`src/rtl/irq_vector_ctrl.sv`:
```
// rtl/irq_vector_ctrl.sv - fixed-priority nested interrupt controller with ISR entry vectoring
module irq_vector_ctrl #(
    parameter int NIRQ        = 3,
    parameter int NBIT_IRQ    = 2,
    parameter int ADDR_NBIT   = 10,
    parameter int ENTR_BASE   = 'h123,
    parameter int ENTR_STRIDE = 'h20
) (
    input  logic                 clk,
    input  logic                 rst,
    input  logic [NIRQ-1:0]      irq_src,
    input  logic [NIRQ-1:0]      irq_mask,
    input  logic                 glb_en,
    input  logic                 irq_ack,
    input  logic                 irq_ret,
    output logic                 irq_req,
    output logic [NBIT_IRQ-1:0]  irq_num,
    output logic [ADDR_NBIT-1:0] irq_entr,
    output logic [NIRQ-1:0]      pending,
    output logic [NIRQ-1:0]      in_service
);

    logic [NIRQ-1:0]      src_q, pending_q, pending_d, in_service_q, in_service_d;
    logic                 irq_req_q, irq_req_d;
    logic [NBIT_IRQ-1:0]  irq_num_q, irq_num_d;
    logic [ADDR_NBIT-1:0] irq_entr_q, irq_entr_d;

    logic [NIRQ-1:0]      edges, grant_oh, ret_oh, eligible;
    logic                 grant;
    logic [NBIT_IRQ-1:0]  cand, isv_idx;

    function automatic logic [NBIT_IRQ-1:0] lowest_idx(input logic [NIRQ-1:0] v);
        logic [NBIT_IRQ-1:0] idx;
        idx = '0;
        for (int i = NIRQ - 1; i >= 0; i--) begin
            if (v[i]) idx = NBIT_IRQ'(i);
        end
        return idx;
    endfunction

    always_comb begin
        edges = irq_src & ~src_q;
        grant = irq_ack & irq_req_q;

        grant_oh = '0;
        if (grant) begin
            for (int i = 0; i < NIRQ; i++) grant_oh[i] = (irq_num_q == NBIT_IRQ'(i));
        end

        // Returning always closes the highest-priority (innermost) active ISR
        ret_oh = '0;
        if (irq_ret) ret_oh = in_service_q & (~in_service_q + NIRQ'(1));

        pending_d    = ((pending_q | edges) & ~grant_oh) | edges;
        in_service_d = (in_service_q & ~ret_oh) | grant_oh;

        eligible = pending_d & irq_mask;
        cand     = lowest_idx(eligible);
        isv_idx  = lowest_idx(in_service_d);

        irq_req_d  = glb_en & (|eligible) & (~(|in_service_d) | (cand < isv_idx));
        irq_num_d  = irq_req_d ? cand : '0;
        irq_entr_d = irq_req_d ? ADDR_NBIT'(ENTR_BASE + int'(cand) * ENTR_STRIDE) : '0;
    end

    always_ff @(posedge clk or posedge rst) begin
        if (rst) begin
            src_q        <= '0;
            pending_q    <= '0;
            in_service_q <= '0;
            irq_req_q    <= 1'b0;
            irq_num_q    <= '0;
            irq_entr_q   <= '0;
        end else begin
            src_q        <= irq_src;
            pending_q    <= pending_d;
            in_service_q <= in_service_d;
            irq_req_q    <= irq_req_d;
            irq_num_q    <= irq_num_d;
            irq_entr_q   <= irq_entr_d;
        end
    end

    assign irq_req    = irq_req_q;
    assign irq_num    = irq_num_q;
    assign irq_entr   = irq_entr_q;
    assign pending    = pending_q;
    assign in_service = in_service_q;

endmodule

```
`config.mk`:
```
export PLATFORM = sky130hd
export DESIGN_NAME = irq_vector_ctrl
export DESIGN_NICKNAME = d
export VERILOG_FILES = /design/src/rtl/irq_vector_ctrl.sv
export SDC_FILE = /design/constraint.sdc
export NUM_CORES = 1
export LEC_CHECK = 0
export CAP_MARGIN = 25
export CORE_ASPECT_RATIO = 1.4
export CORE_UTILIZATION = 35
export CTS_CLUSTER_DIAMETER = 100
export DETAILED_ROUTE_END_ITERATION = 16
export PLACE_DENSITY_LB_ADDON = 0.3
export SLEW_MARGIN = 20
export SYNTH_ARGS = -nofsm -noshare
export SYNTH_HDL_FRONTEND = slang
export SYNTH_SLANG_ARGS = --single-unit
export TNS_END_PERCENT = 1
```
`constraint.sdc`:
```
create_clock -name clk -period 2.33 [get_ports clk]
set_clock_uncertainty 0.15 [all_clocks]
set_input_delay 0.5825 -clock clk [delete_from_list [all_inputs] [get_ports clk]]
set_output_delay 0.5825 -clock clk [all_outputs]
set_load 0.05 [all_outputs]
```
* Word level (Yosys, flattened, before mapping)
Index checks and enable logic that the tools add are counted.
** Operators by class
- Equal/unequal tests :: 2
- Multiplexer cells :: 10
- Reduce and logical (&&, ||, !) cells :: 3
- $add $sub $neg :: 2
- Order comparisons :: 1
- Bitwise operators :: 17
** Operators by type and width (number)
- 3-bit bitwise AND :: 5
- 2-bit two-way mux :: 7
- 3-bit NOT :: 4
- 9-bit by 7-bit adder with 10-bit output (first input constant) :: 1
- 10-bit two-way mux :: 1
- 3-bit OR :: 3
- 3-bit two-way mux :: 2
- 3-bit OR reduction :: 2
- 3-bit by 1-bit adder with 3-bit output (second input constant) :: 1
- 1-bit bitwise AND :: 3
- 2-bit by 1-bit == test with 1-bit output (second input constant) :: 1
- 2-bit == test (second input constant) :: 1
- 2-bit logical NOT :: 1
- 2-bit < comparator :: 1
- 1-bit NOT :: 1
- 1-bit OR :: 1
** Storage, ports and cells
- Word-level logic and storage cells :: 41
- Register bits :: 22
- Bits of input ports :: 11
- Output and inout port bits :: 19

* Longest topological paths before layout
Gate-level depths: netlist of run 1.
- Word-level depth :: 14
- Gate-level depth with buffers :: 9
- Gate-level depth less buffers :: 9

* Least setup slack after synthesis of run 1
OpenSTA, ideal clock, no wires.
- Path type :: register to register
- Start point :: reg irq_entr[1] (netlist name)
- End point :: reg irq_num_q[1], in the netlist irq_num[1]
- Stages on the path, launching flop included :: 9
- Required time :: 2.060 ns
- Setup slack :: -0.122 ns
- Buffers on the path :: 0
- Arrival :: 2.183 ns
- Cell sequence :: dfrtp_1 nand4b_1 a22o_1 nand2_1 and3b_2 ha_1 o32ai_2 a21oi_4 and3b_1
** RTL lines
- end signal, assigned :: RTL line 79 : irq_num_q <= irq_num_d;
- end, declared :: RTL line 25 : logic [NBIT_IRQ-1:0] irq_num_q, irq_num_d;

* Worst setup path in the final report of run 1
- Start point :: reg irq_entr_q[1], in the netlist irq_entr[1]
- End point :: out irq_entr[1]
** RTL lines
- start, declared :: RTL line 26 : logic [ADDR_NBIT-1:0] irq_entr_q, irq_entr_d;
- start signal, assigned :: RTL line 80 : irq_entr_q <= irq_entr_d;
- end, declared :: RTL line 18 : output logic [ADDR_NBIT-1:0] irq_entr,
No word-level cell between the ends.

==> results of run 1 <==
## sequential cells by signal (all words and copies together) (netlist names)
register,flops
irq_entr,4
in_service,3
pending,3
src_q,3
irq_num,2
## cells by family (layout without fill, tap and decap cells)
family,after synthesis,in the layout,share of synthesized area [%]
AND/OR/NAND/NOR,24,24,24.88
buffers and inverters,16,58,10.94
flip-flops,15,15,47.54
AO/OA/AOI/OAI,9,9,13.00
adder cells (fa/ha/maj),2,2,3.169
other,1,4,0.4750
## per-layer routing
metal,wire length (um),global-route usage (%)
met1,613,14.09
met2,925,26.79
met3,74,2.804
met4,27,6.696
met5,0,0
## path summary, 6_finish.rpt
kind,startpoint,endpoint,slack (ns)
max in group asynchronous,rst,irq_entr[1],1.16
min in group asynchronous,rst,src_q[1],0.48
min reg2reg,src_q[0],pending[0],0.30
min,irq_src[1],src_q[1],0.28
max reg2reg,irq_num[0],irq_num[1],0.15
max,irq_entr[1],irq_entr[1],0.05
## per-stage QoR
| step | hold WS, ns | area, um^2 |
|---|---|---|
| final | 0.2836 | 1252 |
| after global routing | 0.2839 | 1252 |
| after CTS | 0.2978 | 1196 |
| after detailed placement | 0.2843 | 1149 |
| after global placement | 0.2809 | 1149 |
| after floorplan | 0.2577 | 803.3 |
## placed cells by master (no fill, tap or decap), drive strengths merged, types with 3 or more instances in the layout
cell           count
o21ai              3
and3b              3
nand2              7
nor3               4
buf               20
clkdlybuf4s50     17
clkbuf             4
inv                9
dfrtp             15
dlymetal6s2s       7
conb               4
## power groups by stage
stage | Clock (mW) | Combinational, mW | Sequential, mW
after floorplan | 0 | 0.176 | 0.404
after global placement | 0 | 0.384 | 0.318
after detailed placement | 0 | 0.386 | 0.319
after CTS | 0.155 | 0.392 | 0.314
after global routing | 0.164 | 0.424 | 0.318
final | 0.150 | 0.402 | 0.313
## final cells by class
type | instances | area, um^2 | share of cell area, %
clock buffer | 4 | 26.28 | 2.098
inverter | 9 | 33.78 | 2.697
multi-input combinational | 39 | 370.4 | 29.57
sequential | 15 | 377.9 | 30.17
tap | 22 | 27.53 | 2.198
timing repair buffer | 45 | 416.7 | 33.27
## what timing repair did
item | CTS | global route
endpoints found under the setup margin | 6 | 9
gates resized for setup | 3 | 12
pin swaps | 1 | 7
setup buffers | 2 | 2
==> summary.md, run 1 <==
| Metric | Value |
|---|---|
| Initial antenna violation count | 0 |
| Synth top area share | between 40% and 50% |
| Final setup fails | 0 |
| Vias per cell | between 4 and 5 |
| ANT cells | 0 |
| Data required, critical path | 1.60 ns |
| Hold Buf Count CTS | 0 |
| Register area share after synthesis | 47.54% |
| Setup TNS | 0 ns |
| # nets final | approximately 130 |
| DRC violation count after routing | 0 |
| TritonCTS clock tree | done |
| Slowest stage delay, CP | 0.82 ns |
| All-layer global routing usage | 13.94% |
| CTS Buf Count | 3 |
| Crit path setup slack, layout | about 0.052 ns |
| Pleak | approximately 0.65 nW |
| Global-route wire length before repair | about 2600 um |
| Number of fill cells | 198 |
| R2R cell count | 8 |
| Top cells by area, synth | dfrtp_1, buf_4, nand4bb_4 |
| Sequential share of power | 36.2% |
| Max Clock Freq | around 440 MHz |
| Die area | 2452 um^2 |
| P_int | 0.5159 mW |
| DRT antenna net count | 0 |
| Final GP Congestion | ~0.8 |
| Area added between synthesis and finish | 58.64% |
| Post-synth top cells | dfrtp_1, buf_4, inv_1, nand2_1, nor3_1 |
| Top FF cell, synth | dfrtp_1 |
| Die Wd | 42.14 um |
| Asr flop ratio synth | between 90% and 100% |
| Comb pwr share | 46.4% |
| Crit path launch type | register |
| Crit path DAT | approximately 1.6 ns |
| Clock power share | ~17% |
| Yosys warns | 0 |
| Final Max Tran Viols | 0 |
| Worst hold stages | 1 |
| Period utilization | a little over nine tenths |
| Sw Share | 40.40% |
| Power Dens Cells | 691.1 nW/um^2 |
| Synthesized netlist cell count | 67 |
| P_sw | approximately 0.35 mW |
| Initial core utilization | 36.69% |
| Sinks on the clock net | 15 |
| Worst slack, placed | -0.4758 ns |
| Crit-path leading delay family | buffers and inverters |
| Post-route minimum period | approximately 2.3 ns |
| Worst setup EP type | output pin |
| Worst-path fanout max | 7 |
| Clk Latency, worst-skew pair | 0.29 ns |
| Largest net degree at the start of global routing | 16 |
| Final cell utilization of the core | a little under 60% |
| DRT iter0 DRCs | 15 |
| Total stage count of the critical path | 1 |
| Maxcap violations | 0 |
| GRT overflow | 0 |
| Worst Max-Slew Pin Slew | 0.5433 ns |
| Core ar. | 2152 um^2 |
| Clock slew at reported path FFs | ~0.08 ns |
| Distinct cells, synth | 26 |
| Final Routed Wirelength | roughly 1600 um |
| Fraction of layout instances using a drive strength above 1 | 41.07% |
| Mapped Avg Cell Area | around 12 um^2 |
| Wire length per cell | 12.23 um |
| Critical path buffers and inverters | 1 |
| Top-count cell post-synth | dfrtp_1 |
| Critical path class | reg2out |
| Rel. slew slack | a little under two thirds |
| Top Ports | 30 |
| CTS H-tree depth | 1 |
| Hold Vio Cnt, Final | 0 |
| CTS Root Buffer Type | clkbuf_4 |
| Maximum VDD drop | around 290 uV |
| Routed vias | between 600 and 700 |
| Vias in the first global route | ~630 |
| CTS max path bufs | 2 |
| RSZ-0062 raised after global routing | no |
| Post-DP HPWL | 1271 um |
| FP Rows | 20 |
| Min-Delay Path Class | in2reg |
| Finished Layout Cells | ~130 |
| Placed Cells | between 100 and 150 |
| Area leader, netlist | dfrtp_1 |
| Area of the mapped netlist | between 700 and 800 um^2 |
| Post-synth EDFFs | 0 |
| Pwr Total | 0.8655 mW |
| Slowest CP cell | clkdlybuf4s50_1 |
| Critical-path cell list | clkdlybuf4s50_1 |
| Status | finished, final reports clean |
| Die Ht | roughly 58 um |
| 1st-pass router iterations | 4 |
| Yosys reg bits | 15 |
| PortBufs | 25 |
Note: power is estimated with default switching activity, not from simulation.
==> run 2: changes to the inputs <==
--- a/config.mk
+++ b/config.mk
@@ -10,7 +10,7 @@
 export CORE_UTILIZATION = 35
 export CTS_CLUSTER_DIAMETER = 100
 export DETAILED_ROUTE_END_ITERATION = 16
-export PLACE_DENSITY_LB_ADDON = 0.3
+export PLACE_DENSITY = 0.69
 export SLEW_MARGIN = 20
 export SYNTH_ARGS = -nofsm -noshare
 export SYNTH_HDL_FRONTEND = slang
==> run 2 against run 1 <==
  * Worst setup slack worse by 0.043 ns
  * Total power down 1.5%
  * Die area unchanged
  * Global-route usage increased by 1.6 points
  * Critical endpoint is now irq_num[1]
  * Combinational power down 2%
  * Critical path type is now in2reg
  * Sequential power barely moved
  * Clock power fell by 5%
  * Hold slack improved by 0.013 ns
  * Core utilization is 1.9 points lower
  * Count of clock-buffer cells in the layout unchanged
==> summary.md, run 2 (synthesis gave the netlist of run 1 again) <==
| Metric | Value |
|---|---|
| Status | finished, final reports clean |
| Period utilization | 99.64% |
| Data required, critical path | roughly 2.4 ns |
| Maxcap violations | 0 |
| RSZ-0062 raised after global routing | yes |
| DRC violation count after routing | 0 |
| Sequential cell area | 377.9 um^2 |
| Slowest stage delay, CP | around 0.48 ns |
| CTS max path bufs | 2 |
| Crit path DAT | ~2.3 ns |
| P_sw | around 0.34 mW |
| Sinks on the clock net | 15 |
| Placed Cells | 126 |
| Wire length per cell | roughly 12 um |
| PortBufs | 25 |
| Finished Layout Cells | about 130 |
| Rel. slew slack | between 60% and 70% |
| Commonest non-fill, non-tap cells in the layout | clkdlybuf4s50_1, buf_4, dfrtp_1, inv_1, nand2_1 |
| Maximum VDD drop | 298.1 uV |
| Comb pwr share | between 40% and 50% |
| Post-route minimum period | 2.322 ns |
| All-layer global routing usage | between 10% and 20% |
| Post-DP HPWL | between 1000 and 1500 um |
| Min-Delay Path Class | reg2reg |
| Final Routed Wirelength | ~1600 um |
| Sequential share of power | 36.8% |
| Pleak | about 0.60 nW |
| Worst Max-Slew Pin Slew | around 0.57 ns |
| CTS Buf Count | 3 |
| Core ar. | between 2000 and 2500 um^2 |
| Routed vias | about 620 |
| Max reg flops | 4 |
| Initial core utilization | a little under two fifths |
| Fraction of layout instances using a drive strength above 1 | 38.18% |
| Final cell utilization of the core | 56.28% |
| Area occupied by multi-input gates | ~360 um^2 |
| P_int | 0.5145 mW |
| Number of fill cells | approximately 180 |
| Worst setup EP type | register |
| Crit path launch type | input port |
| TritonCTS clock tree | done |
| Final Max Tran Viols | 0 |
| R2R cell count | 8 |
| GRT overflow | 0 |
| Crit-path leading delay family | simple AND/OR/NAND/NOR gates |
| Largest net degree at the start of global routing | 16 |
| Clock power share | 16.8% |
| Die Wd | ~42 um |
| Hold Vio Cnt, Final | 0 |
| Initial antenna violation count | 0 |
| Slowest CP cell | clkdlybuf4s50_1 |
| Final GP Congestion | 0.7852 |
| Sw Share | 39.65% |
| Global-route wire length before repair | between 2000 and 3000 um |
| Most common cell on crit path | and3b_2 |
| Die Ht | around 58 um |
| Worst hold stages | 1 |
| Setup TNS | 0 ns |
| Power Dens Cells | between 700 and 800 nW/um^2 |
| Worst-path fanout max | 5 |
| Pwr Total | between 0.8 and 0.9 mW |
| Total stage count of the critical path | 8 |
| DRT antenna net count | 0 |
| Vias in the first global route | slightly above 600 |
| # nets final | 124 |
| Clock slew at reported path FFs | about 0.080 ns |
| ANT cells | 0 |
| Vias per cell | roughly 4.7 |
| FP Rows | 20 |
| CTS H-tree depth | 1 |
| Critical-path cell list | clkdlybuf4s50_1, and3b_2, a31oi_4, and3b_2, ha_2, o32ai_4, a21oi_4, and3b_1 |
| Final setup fails | 0 |
| 1st-pass router iterations | 1 |
| Die area | around 2500 um^2 |
| DRT iter0 DRCs | 0 |
| Critical path class | in2reg |
| Area added between synthesis and finish | 53.41% |
| Critical path buffers and inverters | 1 |
| CTS Root Buffer Type | clkbuf_4 |
| Top Ports | 30 |
| Commonest non-fill, non-tap cell in the layout | clkdlybuf4s50_1 |
| Max Clock Freq | between 400 and 500 MHz |
| Clk Latency, worst-skew pair | ~0.27 ns |
==> run 2: cell count changes in the layout (fill, tap and decap cells not counted) <==
cell             previous run  this run
nor2_2                      1         0
nor2b_1                     1         0
dlymetal6s2s_1              7         3
ha_2                        0         1
o32ai_2                     1         0
buf_4                      20        19
ha_4                        1         0
nor3_1                      0         3
nor2b_2                     0         1
o32ai_4                     0         1
nor3_2                      3         0
nor2_1                      0         1
clkdlybuf4s50_1            17        20
==> run 2: area by class of cell <==
class                           instances  area share, %
Clock buffer                            4          2.169
Timing Repair Buffer                   43          32.13
Multi-Input combinational cell         39          29.44
Inverter                                9          2.789
Sequential cell                        15          31.20
Tap cell                               22          2.273
==> run 2: timing repair <==
item | 4_1_cts | 5_1_grt
endpoints found under the setup margin | 6 | 8
pin swaps | 3 | 1
gates resized for setup | 4 | 4
buffers inserted | 1 | 1
hold buffers | 0 | 0
==> run 2: metrics by stage <==
step | instance area [um^2] | setup WS, ns | hold slack [ns]
CTS | 1194 | 0.003838 | 0.3025
detailed placement | 1146 | -0.5273 | 0.2903
finish | 1211 | 0.008378 | 0.2965
floorplan | 803.3 | 0.01021 | 0.2577
global placement | 1146 | -0.4370 | 0.2827
global route | 1211 | -0.03379 | 0.3130
==> run 2: power groups by stage <==
stage	combinational, mW	clock, mW	sequential [mW]
after global placement	0.381	0	0.318
final	0.395	0.143	0.314
after global routing	0.418	0.169	0.318
after floorplan	0.176	0	0.404
after CTS	0.398	0.150	0.314
after detailed placement	0.386	0	0.319
==> run 2: final timing paths <==
check	start	to	slack, ns
min	src_q[0]	pending[0]	0.30
max in group asynchronous	rst	irq_num[0]	1.11
min reg2reg	src_q[0]	pending[0]	0.30
max	irq_src[0]	irq_num[1]	0.008
max reg2reg	irq_num[0]	irq_num[1]	0.12
min in group asynchronous	rst	src_q[1]	0.51
==> run 2: metal layers <==
metal  global-route usage (%)  vias to the layer above  wire length [um]
met5                        0                        -                 0
met4                    12.05                        0                40
met3                    3.115                        2                70
met2                    27.01                       17               908
met1                    16.21                      300               592
li1                         -                      305                 -
==> run 3: changes to the inputs <==
--- a/config.mk
+++ b/config.mk
@@ -5,11 +5,12 @@
 export SDC_FILE = /design/constraint.sdc
 export NUM_CORES = 1
 export LEC_CHECK = 0
-export CAP_MARGIN = 25
+export CAP_MARGIN = 15
 export CORE_ASPECT_RATIO = 1.4
 export CORE_UTILIZATION = 35
 export CTS_CLUSTER_DIAMETER = 100
 export DETAILED_ROUTE_END_ITERATION = 16
+export MAX_ROUTING_LAYER = met4
 export PLACE_DENSITY = 0.69
 export SLEW_MARGIN = 20
 export SYNTH_ARGS = -nofsm -noshare
==> results of run 3 <==
Final layout, timing and power as in run 2 (identical DEF).
Main changes from that run: final weighted congestion in routability-driven placement 0.7852 -> 0.7961; overall routing resource usage 15.54% -> 16.01%
